===== src/rtl/mips_ctrl_alu_unit_if.sv =====
// Bus between the decode stage and the control/ALU block: the instruction and
// operands going in, the control flags and the registered ALU result coming out.
interface mips_ctrl_alu_unit_if #(
  parameter int W = 32
);
  logic         en;
  logic [31:0]  inst;
  logic [W-1:0] a;
  logic [W-1:0] b;
  logic         regdst;
  logic         branch_eq;
  logic         branch_ne;
  logic         memread;
  logic         memwrite;
  logic         memtoreg;
  logic [1:0]   aluop;
  logic         alusrc;
  logic         regwrite;
  logic         jump;
  logic [3:0]   aluctl;
  logic [W-1:0] alurslt;
  logic         zero;

  // Decode-stage side: supplies the instruction and operands.
  modport master (
    output en, inst, a, b,
    input  regdst, branch_eq, branch_ne, memread, memwrite, memtoreg,
    input  aluop, alusrc, regwrite, jump, aluctl, alurslt, zero
  );

  // Control/ALU block side.
  modport slave (
    input  en, inst, a, b,
    output regdst, branch_eq, branch_ne, memread, memwrite, memtoreg,
    output aluop, alusrc, regwrite, jump, aluctl, alurslt, zero
  );
endinterface


===== src/rtl/mips_ctrl_alu_unit.sv =====
// MIPS main-control decode, ALU-control decode and 32-bit ALU.
// Decode and ALU-control outputs are combinational from the instruction; the
// ALU result and its zero flag sit in the EX->MEM register (1-cycle latency).
module mips_ctrl_alu_unit #(
  parameter int W = 32
) (
  input  logic                  clk,
  input  logic                  reset,
  mips_ctrl_alu_unit_if.slave   bus
);

  typedef enum logic [5:0] {
    OP_RTYPE = 6'b000000,
    OP_J     = 6'b000010,
    OP_BEQ   = 6'b000100,
    OP_BNE   = 6'b000101,
    OP_ADDI  = 6'b001000,
    OP_LW    = 6'b100011,
    OP_SW    = 6'b101011
  } opcode_e;

  typedef enum logic [3:0] {
    ALU_AND = 4'b0000,
    ALU_OR  = 4'b0001,
    ALU_ADD = 4'b0010,
    ALU_SUB = 4'b0110,
    ALU_SLT = 4'b0111,
    ALU_NOR = 4'b1100,
    ALU_XOR = 4'b1101
  } alu_ctl_e;

  logic [5:0]   opcode;
  logic [5:0]   funct;
  logic [15:0]  imm;
  logic [1:0]   aluop;
  logic         alusrc;
  logic [3:0]   ctl;
  logic [W-1:0] op_b;
  logic [W-1:0] alu_out;
  logic         unused_rs_rt;

  assign opcode = bus.inst[31:26];
  assign funct  = bus.inst[5:0];
  assign imm    = bus.inst[15:0];

  // Register-number fields belong to the register file, not to this block.
  assign unused_rs_rt = ^bus.inst[25:16];

  // Main control decode from the opcode; unknown opcodes behave as a NOP.
  always_comb begin
    // NOTE: every output gets a default first so no path leaves it unassigned
    // and no latch is inferred.
    bus.regdst    = 1'b0;
    bus.branch_eq = 1'b0;
    bus.branch_ne = 1'b0;
    bus.memread   = 1'b0;
    bus.memwrite  = 1'b0;
    bus.memtoreg  = 1'b0;
    bus.regwrite  = 1'b0;
    bus.jump      = 1'b0;
    alusrc        = 1'b0;
    aluop         = 2'b00;
    case (opcode)
      OP_RTYPE: begin
        bus.regdst   = 1'b1;
        bus.regwrite = 1'b1;
        aluop        = 2'b10;
      end
      OP_LW: begin
        bus.memread  = 1'b1;
        bus.memtoreg = 1'b1;
        alusrc       = 1'b1;
        bus.regwrite = 1'b1;
      end
      OP_SW: begin
        bus.memwrite = 1'b1;
        alusrc       = 1'b1;
      end
      OP_ADDI: begin
        alusrc       = 1'b1;
        bus.regwrite = 1'b1;
      end
      OP_BEQ: begin
        bus.branch_eq = 1'b1;
        aluop         = 2'b01;
      end
      OP_BNE: begin
        bus.branch_ne = 1'b1;
        aluop         = 2'b01;
      end
      OP_J: begin
        bus.jump = 1'b1;
      end
      default: ;
    endcase
  end

  assign bus.aluop  = aluop;
  assign bus.alusrc = alusrc;

  // ALU control: fixed add/sub for memory and branch ops, funct for R-type.
  always_comb begin
    ctl = ALU_ADD;
    case (aluop)
      2'b01: ctl = ALU_SUB;
      2'b10: begin
        case (funct)
          6'b100000: ctl = ALU_ADD;
          6'b100010: ctl = ALU_SUB;
          6'b100100: ctl = ALU_AND;
          6'b100101: ctl = ALU_OR;
          6'b100110: ctl = ALU_XOR;
          6'b100111: ctl = ALU_NOR;
          6'b101010: ctl = ALU_SLT;
          default:   ctl = ALU_ADD;
        endcase
      end
      default: ctl = ALU_ADD;
    endcase
  end

  assign bus.aluctl = ctl;

  // Immediate operand is sign-extended to the datapath width.
  assign op_b = alusrc ? {{(W-16){imm[15]}}, imm} : bus.b;

  // ALU datapath; add/sub wrap silently, slt compares as two's complement.
  always_comb begin
    alu_out = '0;
    case (ctl)
      ALU_AND: alu_out = bus.a & op_b;
      ALU_OR:  alu_out = bus.a | op_b;
      ALU_ADD: alu_out = bus.a + op_b;
      ALU_SUB: alu_out = bus.a - op_b;
      ALU_SLT: alu_out = {{(W-1){1'b0}}, ($signed(bus.a) < $signed(op_b))};
      ALU_NOR: alu_out = ~(bus.a | op_b);
      ALU_XOR: alu_out = bus.a ^ op_b;
      default: alu_out = '0;
    endcase
  end

  // EX->MEM register: capture on enable, hold otherwise, clear on reset.
  always_ff @(posedge clk or posedge reset) begin
    // NOTE: state is updated with non-blocking assignments so every register
    // samples values from before the edge, regardless of statement order.
    if (reset) begin
      bus.alurslt <= '0;
      bus.zero    <= 1'b0;
    end else if (bus.en) begin
      bus.alurslt <= alu_out;
      bus.zero    <= (alu_out == '0);
    end
  end

endmodule


===== src/flat_wrapper.sv =====
// flat-port wrapper written by rule: the top's interface ports become plain ports
module mips_ctrl_alu_unit_flat 
#(
  parameter int W = 32
)
  (clk, reset, bus_en, bus_inst, bus_a, bus_b, bus_regdst, bus_branch_eq, bus_branch_ne, bus_memread, bus_memwrite, bus_memtoreg, bus_aluop, bus_alusrc, bus_regwrite, bus_jump, bus_aluctl, bus_alurslt, bus_zero);
  mips_ctrl_alu_unit_if #(.W(W)) bus_i ();
  input  logic clk;
  input  logic reset;
  input wire logic [$bits(bus_i.en)-1:0] bus_en;
  input wire logic [$bits(bus_i.inst)-1:0] bus_inst;
  input wire logic [$bits(bus_i.a)-1:0] bus_a;
  input wire logic [$bits(bus_i.b)-1:0] bus_b;
  output wire logic [$bits(bus_i.regdst)-1:0] bus_regdst;
  output wire logic [$bits(bus_i.branch_eq)-1:0] bus_branch_eq;
  output wire logic [$bits(bus_i.branch_ne)-1:0] bus_branch_ne;
  output wire logic [$bits(bus_i.memread)-1:0] bus_memread;
  output wire logic [$bits(bus_i.memwrite)-1:0] bus_memwrite;
  output wire logic [$bits(bus_i.memtoreg)-1:0] bus_memtoreg;
  output wire logic [$bits(bus_i.aluop)-1:0] bus_aluop;
  output wire logic [$bits(bus_i.alusrc)-1:0] bus_alusrc;
  output wire logic [$bits(bus_i.regwrite)-1:0] bus_regwrite;
  output wire logic [$bits(bus_i.jump)-1:0] bus_jump;
  output wire logic [$bits(bus_i.aluctl)-1:0] bus_aluctl;
  output wire logic [$bits(bus_i.alurslt)-1:0] bus_alurslt;
  output wire logic [$bits(bus_i.zero)-1:0] bus_zero;
  assign bus_i.en = bus_en;
  assign bus_i.inst = bus_inst;
  assign bus_i.a = bus_a;
  assign bus_i.b = bus_b;
  assign bus_regdst = bus_i.regdst;
  assign bus_branch_eq = bus_i.branch_eq;
  assign bus_branch_ne = bus_i.branch_ne;
  assign bus_memread = bus_i.memread;
  assign bus_memwrite = bus_i.memwrite;
  assign bus_memtoreg = bus_i.memtoreg;
  assign bus_aluop = bus_i.aluop;
  assign bus_alusrc = bus_i.alusrc;
  assign bus_regwrite = bus_i.regwrite;
  assign bus_jump = bus_i.jump;
  assign bus_aluctl = bus_i.aluctl;
  assign bus_alurslt = bus_i.alurslt;
  assign bus_zero = bus_i.zero;
  mips_ctrl_alu_unit #(.W(W)) u_core (.clk(clk), .reset(reset), .bus(bus_i));
endmodule

===== config.mk =====
export PLATFORM = sky130hd
export DESIGN_NAME = mips_ctrl_alu_unit_flat
export DESIGN_NICKNAME = d
export VERILOG_FILES = /design/src/rtl/mips_ctrl_alu_unit_if.sv /design/src/rtl/mips_ctrl_alu_unit.sv /design/src/flat_wrapper.sv
export SDC_FILE = /design/constraint.sdc
export NUM_CORES = 1
export LEC_CHECK = 0
export ABC_AREA = 1
export BUFFER_PORTS_ARGS = -buffer_cell sky130_fd_sc_hd__clkbuf_2
export CORE_MARGIN = 5
export CORE_UTILIZATION = 60
export CTS_BUF_LIST = sky130_fd_sc_hd__clkbuf_8
export DETAILED_ROUTE_END_ITERATION = 12
export PLACE_DENSITY = 0.8
export SLEW_MARGIN = 40
export SYNTH_ARGS = -nofsm -noshare
export SYNTH_HDL_FRONTEND = slang
export SYNTH_SLANG_ARGS = --single-unit

===== constraint.sdc =====
create_clock -name clk -period 5 [get_ports clk]
set_input_delay 1.5 -clock clk [delete_from_list [all_inputs] [get_ports clk]]
set_output_delay 1.5 -clock clk [all_outputs]
set_load 0.03 [all_outputs]

# After elaboration in Yosys (flattened, before gate mapping)
# Cells that the tools add are included.
# classes
addsub	2
multipliers	0
div_mod_pow	0
n_lt_le_gt_ge	1
eq_ne	20
shifts	0
mux	13
n_bitwise	4
reduce_logical	6
# op_table
op	count
$pmux 32 s7	1
$eq 6x6->1 const B	8
$add 32x32->32	1
$and 32x32->32	1
$logic_not 32->1	1
$lt 32x32->1	1
$mux 32	1
$not 32->32	1
$or 32x32->32	1
$sub 32x32->32	1
$xor 32x32->32	1
$pmux 4 s6	1
$eq 6x3->1 const B	2
$eq 4x3->1 const B	2
$eq 4x4->1 const B	2
$mux 1	8
$pmux 4 s2	1
$eq 6x2->1 const B	1
$eq 6x4->1 const B	1
$logic_not 6->1	1
$reduce_or 3->1	2
$eq 4x1->1 const B	1
$eq 4x2->1 const B	1
$logic_not 4->1	1
4 further kinds	4
# totals
reg_bits	33
latch_bits	0
ramBits	0
romBits	0
in_bits	99
output_inout_bits	48
wordCells	48
mem_count	0

# Depth between registers and ports, before layout
# Gate-level depths: netlist of the first run.
# depth
depth_word	8
ltp_mapped	31
mapped_depth_nobuf	28

# Worst setup path after synthesis of the first run
# No wires, ideal clock.
# synth_timing
path_kind	input to register
from	in bus_inst[30]
to	reg u_core.bus.zero
arrival_ps	5278
t_required_ps	4934
path_slack_ps	-343
cell_stages	27
path_cell_list	inv_1 nand4_1 nor3_1 nor2_1 nand2_1 clkbuf_1 clkbuf_1 nand2_1 o21ai_0 ha_1 inv_1 fa_1 nand2_1 nand2_1 nand3_1 nand2_1 nand2_1 nand2_1 nand2_1 nand3_1 nand3_1 nand3_1 nor2_1 nand2_1 nor2_1 nand4_1 nand2_1
# synth_via
elab_chain_len	8
word_cells_on_any_way	30
classes_between	add/sub (2); order compare (1); eq/ne (13); mux (5); bitwise (4); reduce/logical (5)
# synth_lines
item	line_no	rtl
start: declaration	flat_wrapper.sv:11	input wire logic [$bits(bus_i.inst)-1:0] bus_inst;
$eq 6x6->1 or $eq 6x4->1 (tied branches)	mips_ctrl_alu_unit.sv:63	case (opcode)
$reduce_or 3->1 (no line) (*)	n/a	
$mux 1 (*)	mips_ctrl_alu_unit.sv:63	
via bus_alusrc	flat_wrapper.sv:21	output wire logic [$bits(bus_i.alusrc)-1:0] bus_alusrc;
$mux 32 (*)	mips_ctrl_alu_unit.sv:125	assign op_b = alusrc ? {{(W-16){imm[15]}}, imm} : bus.b;
parallel branches: the longest is 2 deep, another holds $sub 32x32->32	n/a	
$pmux 32 s7 (*)	mips_ctrl_alu_unit.sv:130	case (ctl)
$logic_not 32->1 (*)	mips_ctrl_alu_unit.sv:151	bus.zero <= (alu_out == '0);
end signal: assignment	mips_ctrl_alu_unit.sv:151	
end: declaration	mips_ctrl_alu_unit_if.sv:35	output aluop, alusrc, regwrite, jump, aluctl, alurslt, zero
# Mark *: on every way through the listed nets, which the timed path passes.
# A chain may end at the register's enable or synchronous reset.

# Final worst setup path of the first run
# layout_timing
from	in bus_inst[31]
to	out bus_aluctl[2]
# layout_via
elab_chain_len	5
word_cells_on_any_way	8
classes_between	eq/ne (4); mux (2); reduce/logical (2)
# layout_lines
item	line_no	rtl
$eq 6x3->1	mips_ctrl_alu_unit.sv:63	
$reduce_or 2->1 (no line)	n/a	
$pmux 2 s2 (*)	mips_ctrl_alu_unit.sv:63	
$eq 2x2->1 or $eq 2x1->1 (tied branches)	mips_ctrl_alu_unit.sv:104	case (aluop)
$pmux 4 s2 (*)	mips_ctrl_alu_unit.sv:104	
end: declaration	flat_wrapper.sv:24	output wire logic [$bits(bus_i.aluctl)-1:0] bus_aluctl;
# Mark *: on every way between the ends. The rest lies on a longest branch, timed or not.

==> impl_metrics.toml, run 1 <==
[sta]
whs_ns = 0.4781
fin_setup_tns_ns = 0
finalClockSkew_ns = 0
worstMarginPinSlew_ns = 0.8773
hold_viol = 0
clock.fmax_ghz = 0.2076
setup_viol = 0
post-route-period-util_pct = 96.32
slew_headroom_pct = 41.45
period_needed_ns = 4.816
slew_viol_final = 0
setup_ws_ns = 0.1840
rsz0062_at_grt = "true"

[die]
die_x_um = 133.3
num_io_pins = 147
die_area_sq_um = 17770
core_area_sq_um = 15030
start_util_pct = 60.67
die_height_um = 133.3
num_rows = 45

[critical_path]
critPathKind = "input port to output port"
worstPathMaxFanout = 6
end_kind = "output port"
required_ns = 3.50
start_kind = "input port"
rr_worst_depth = 2
r2r_start = "u_core.bus.alurslt[5]"
arrival_ns = 3.32
reg2reg_setup_slack_ns = 4.28
cp_slowest_stage_delay_ns = 0.36
worstPathCellList = "clkbuf_2, nor2_1, nand2_1, nor2_1, inv_1, nor2_2, inv_1, ha_1, nor2_4, nand2_1, nand2_2, clkbuf_2"
cp_slowest_cell = "ha_1"
setup.worst_path.start = "bus_inst[31]"
worstReg2RegEnd = "u_core.bus.alurslt[5]"

[power_and_ir_drop]
vdd_drop_max_mv = 0.1520
leakage_nw = 6.881
pwr-share-comb_pct = 71.7
p_seq_share_pct = 18.2
switching_share_pct = 51.93
cell_internal_pwr_mw = 0.9057
p_per_area_nw_per_um2 = 171.7
p_switching_mw = 0.9784
clockPowerShare_pct = 10.1
power_mw = 1.884

[global_route]
first_global_vias = 10390
overflow = 0
grt_start_max_net_pins = 48
grt_pass1_wl_um = 51920
antenna_found_initial = 0
grt_usage_pct = 36.74

[yosys]
synth-main-ff-cell = "dfrtp_1"
synth-warning-count = 0
syn_nets = 1999
avgSynthCellArea_sq_um = 5.090
synth_async_sr_flop_share_pct = 100.0
synthCells = 1792
synth_edf_count = 0
yosysSeqAreaShare_pct = 9.053
synth-seq-cells = 33
netlist_area_sq_um = 9121
synth_cell_types = 35

[placement]
io_buffer_count = 136
place_area_sq_um = 10750
place_ws_ns = -0.1076
dp_cells = 2190
dpl.hpwl_um = 28520
gp_congestion = 1.101

[finish]
stdcell_area_sq_um = 10970
diodes = 0
drive_gt1_share_pct = 16.12
layout-area-overhead-vs-synth_pct = 20.30
final_core_util_pct = 72.99
fillers = 1390
layoutNonFillerInstCount = 2198
finalNetCount = 2217

[cts]
clk_pin_slew_ns = 0.06
cts_tree = "done"
h-tree-depth = 2
root_buffer = "clkbuf_8"
clkSinkCount = 33
clkLatencyLatePin_ns = 0.28
numCtsBuffers = 5
cts_buffer_depth = 2

[detailed_routing]
drtAntennaViolNets = 0
drc = 0
vias = 11850
drt_iter0_markers = 1518
dr.pass1.iters = 6
routed_wl_um = 33990
routed_via_density = 5.391
routedWlPerCell_um = 15.46

[status]
status = "complete, no violations"

[flow_run]
cap_violations = 0

[min_path]
holdPathEnd = "u_core.bus.alurslt[24]"
worstHoldStart = "u_core.bus.alurslt[24]"
worstHoldPathType = "flip-flop to flip-flop"
whs_path_depth = 2
state kept, by name (all words and copies together), names as in the netlist:
name and count:
u_core.bus.alurslt 32, u_core.bus.zero 1
synth_stat cells (8+ instances only):
cell      count  share of area (%)
xor2_1        9               0.86
inv_1       372                 15
clkbuf_1     18               0.74
o21ai_0      72                4.0
nand3b_1      8               0.66
nand2_1     675                 28
nand3_1     185                 10
dfrtp_1      33                9.1
nor3_1       15               0.82
nand4_1      23                1.6
buf_2        30                1.6
a21oi_1      37                2.0
ha_1        106                 15
nor2_1      158                6.5
critical path: cells and delay by family:
| kind | cells | cell delay, ns |
|---|---|---|
| buffers and inverters | 4 | 0.53 |
| and+or+nand+nor | 7 | 0.92 |
| adders and majority gates | 1 | 0.36 |
what timing repair did:
action                                  in CTS  in global routing
hold buffers                                 0                  0
resized for setup                            0                 41
buffers inserted                             0                  1
endpoints found under the setup margin       0                  7
power groups by stage:
| stage | logic [mW] | registers [mW] | clock network, mW |
|---|---|---|---|
| after floorplan | 0.701 | 0.450 | 0 |
| after global placement | 1.26 | 0.344 | 0 |
| after detailed placement | 1.28 | 0.348 | 0 |
| after CTS | 1.29 | 0.343 | 0.191 |
| after global routing | 1.48 | 0.351 | 0.210 |
| final | 1.35 | 0.343 | 0.190 |
worst max path at each step:
stage	endpoint	slack, ns	cells after the start
finish	bus_aluctl[2]	0.18	12
global route	u_core.bus.zero	-0.04	24
CTS	bus_aluctl[0]	0.14	11
detailed placement	u_core.bus.zero	-0.11	25
global placement	u_core.bus.zero	-0.01	25
floorplan	u_core.bus.zero	-0.18	27
cell type report:
class	count	area, sq um	area share [%]
Multi-Input combinational cell	1329	6745	61.47
Clock inverter	1	3.754	0.03421
Timing Repair Buffer	266	1673	15.25
Clock buffer	6	82.58	0.7526
Tap cell	188	235.2	2.144
Inverter	375	1408	12.83
Sequential cell	33	825.8	7.526
cell usage in the layout, fill, tap and decap left out, types with 12 or more instances in the layout:
| cell type | synthesis | final |
|---|---|---|
| inv_1 | 372 | 371 |
| nor2_1 | 158 | 150 |
| buf_4 | 5 | 128 |
| ha_1 | 106 | 94 |
| dfrtp_1 | 33 | 33 |
| nor3_1 | 15 | 13 |
| nand2_1 | 675 | 675 |
| nor2_2 | 5 | 12 |
| o21ai_0 | 72 | 63 |
| nand4_1 | 23 | 23 |
| a21oi_1 | 37 | 36 |
| nand3_1 | 185 | 180 |
| clkbuf_2 | 0 | 135 |
cell families after synthesis:
family	count (synthesis)	share of synthesized area, %
adder cells (fa/ha/maj)	108	14.98
XOR/XNOR	11	1.056
buffers and inverters	430	18.48
AO/OA/AOI/OAI	122	6.982
flip-flops	33	9.053
AND/OR/NAND/NOR	1088	49.45
per-layer routing:
| metal | routed length (um) | up-vias | share of wire (%) | track usage, % |
|---|---|---|---|---|
| li1 | - | 5861 | - | - |
| met5 | 0 | - | 0 | 0 |
| met2 | 13940 | 698 | 41 | 55.62 |
| met3 | 4552 | 76 | 13 | 7.213 |
| met4 | 1120 | 0 | 3.3 | 11.71 |
| met1 | 14380 | 5214 | 42 | 52.49 |
Note: power is estimated with default switching activity, not from simulation.
==> run 2, diff against run 1 <==
--- a/config.mk
+++ b/config.mk
@@ -12,5 +12,5 @@
 export CTS_BUF_LIST = sky130_fd_sc_hd__clkbuf_8
 export DETAILED_ROUTE_END_ITERATION = 12
-export PLACE_DENSITY = 0.8
+export PLACE_DENSITY = 0.85
 export SLEW_MARGIN = 40
 export SYNTH_ARGS = -nofsm -noshare
==> constraint.sdc (replaced) <==
create_clock -name clk -period 5 [get_ports clk]
set_input_delay 1.5 -clock clk [delete_from_list [all_inputs] [get_ports clk]]
set_output_delay 1.5 -clock clk [all_outputs]
set_load 0.05 [all_outputs]
==> impl_metrics.toml, run 2 (synthesis results as in run 1) <==
[finish]
fillers = 1342
reg_top3 = "u_core.bus.alurslt x32, u_core.bus.zero x1"
final_cell_mix = "nand2_1 (673), inv_1 (370), buf_4 (191), nand3_1 (182), nor2_1 (151)"
drive_gt1_share_pct = 18.61
final_core_util_pct = 76.59
largest_reg_flops = 32
layout-area-overhead-vs-synth_pct = 26.23
top_register = "u_core.bus.alurslt"
final_common_cell = "nand2_1"
finalNetCount = 2282
diodes = 0

[power_and_ir_drop]
cell_internal_pwr_mw = 0.9443
p_switching_mw = 1.071
pwr-share-comb_pct = 74.5
p_seq_share_pct = 17.0
clockPowerShare_pct = 8.5
switching_share_pct = 53.14
vdd_drop_max_mv = 0.1423
p_per_area_nw_per_um2 = 175.0
leakage_nw = 7.213

[detailed_routing]
drtAntennaViolNets = 0
routed_wl_um = 35000
routed_via_density = 5.379
drc = 0
drt_iter0_markers = 1464
dr.pass1.iters = 6
vias = 12170
routedWlPerCell_um = 15.47

[critical_path]
r2r_start = "u_core.bus.alurslt[4]"
critPathKind = "input port to output port"
reg2reg_setup_slack_ns = 4.29
start_kind = "input port"
end_kind = "output port"
worstPathMaxFanout = 5
required_ns = 3.50
rr_worst_depth = 2
arrival_ns = 3.42
worstReg2RegEnd = "u_core.bus.alurslt[4]"

[sta]
worstMarginPinSlew_ns = 0.7193
post-route-period-util_pct = 98.38
hold_viol = 0
setup_viol = 0
finalClockSkew_ns = 0
setup_ws_ns = 0.08083
period_needed_ns = 4.919
slew_viol_final = 0
fin_setup_tns_ns = 0
slew_headroom_pct = 51.93
clock.fmax_ghz = 0.2033

[die]
start_util_pct = 60.67
die_height_um = 133.3
die_area_sq_um = 17770
num_io_pins = 147
num_rows = 45
core_area_sq_um = 15030
die_x_um = 133.3

[min_path]
worstHoldPathType = "flip-flop to flip-flop"
holdPathEnd = "u_core.bus.alurslt[21]"
whs_path_depth = 2
worstHoldStart = "u_core.bus.alurslt[21]"

[cts]
clkLatencyLatePin_ns = 0.27
cts_buffer_depth = 2
cts_tree = "done"
clk_pin_slew_ns = 0.05
ctsHoldBuffers = 0
numCtsBuffers = 5
root_buffer = "clkbuf_8"
h-tree-depth = 2
clkSinkCount = 33

[placement]
dpl.hpwl_um = 29130
io_buffer_count = 136
gp_congestion = 1.060
place_ws_ns = -0.1340

[global_route]
antenna_found_initial = 0
first_global_vias = 10850
overflow = 0
grt_usage_pct = 37.45
grt_start_max_net_pins = 48
grt_pass1_wl_um = 53300

[flow_run]
cap_violations = 0

[status]
status = "complete, no violations"
run 2: cell types whose count changed in the layout (fill, tap and decap cells not counted), sizes merged:
cell	delta
buf	+67
clkbuf	-3
clkinv	+1
inv	-1
run 2: cell type report:
| cell class | count | area (sq um) | area share, % |
|---|---|---|---|
| clock buffers | 5 | 68.82 | 0.5977 |
| clock inverters | 1 | 5.005 | 0.04347 |
| inverters | 375 | 1408 | 12.23 |
| multi-input cells | 1329 | 6746 | 58.60 |
| flip-flops and latches | 33 | 825.8 | 7.172 |
| well taps | 188 | 235.2 | 2.043 |
| repair buffers | 331 | 2225 | 19.32 |
run 2: timing repair:
| item | CTS | global route |
|---|---|---|
| setup endpoints to repair | 0 | 9 |
| buffers inserted | 0 | 2 |
| gates resized for setup | 0 | 30 |
| endpoints found under the hold margin | 0 | 0 |
run 2: how the worst max path moves through the flow:
stage                  from              end  slack (ns)  depth (start not counted)
2_1_floorplan  bus_inst[30]  u_core.bus.zero       -0.03                         27
3_3_place_gp   bus_inst[26]  u_core.bus.zero       -0.06                         24
3_5_place_dp   bus_inst[27]  u_core.bus.zero       -0.13                         24
4_1_cts        bus_inst[31]    bus_aluctl[3]        0.08                         13
5_1_grt        bus_inst[31]    bus_aluctl[3]       -0.07                         13
6_report       bus_inst[31]    bus_aluctl[3]        0.08                         13
run 2: stage by stage:
stage | area (sq um) | total power [mW] | hold slack (ns) | cells
finish | 11510 | 2.015 | 0.4788 | 2262
global route | 11510 | 2.165 | 0.5001 | 2262
CTS | 11410 | 1.964 | 0.4802 | 2260
detailed placement | 11330 | 1.792 | 0.4652 | 2254
global placement | 11320 | 1.761 | 0.4620 | 2254
floorplan | 9158 | 1.232 | 0.7600 | 1792
run 2: layer usage:
layer  track usage, %  vias up  share of wire, %
met2            59.73      747                43
met1            51.80     5349                41
met3            5.816       99                13
met5                0        -                 0
li1                 -     5973                 -
met4            12.34        0               3.5
run 2: power by group through the flow:
stage	Combinational [mW]	Clock, mW	Sequential [mW]
2_1_floorplan	0.705	0	0.528
3_3_place_gp	1.42	0	0.344
3_5_place_dp	1.44	0	0.348
4_1_cts	1.45	0.171	0.343
5_1_grt	1.63	0.189	0.350
6_report	1.50	0.171	0.343
run 2: critical path, cell delays in order:
cell,delay (ns)
clkbuf_2,0.09
nor2_1,0.15
nand2_1,0.12
nor2_1,0.15
inv_1,0.10
nor2_4,0.13
inv_1,0.15
ha_4,0.29
nor2_4,0.13
nand3_1,0.14
buf_4,0.19
inv_1,0.11
buf_12,0.15
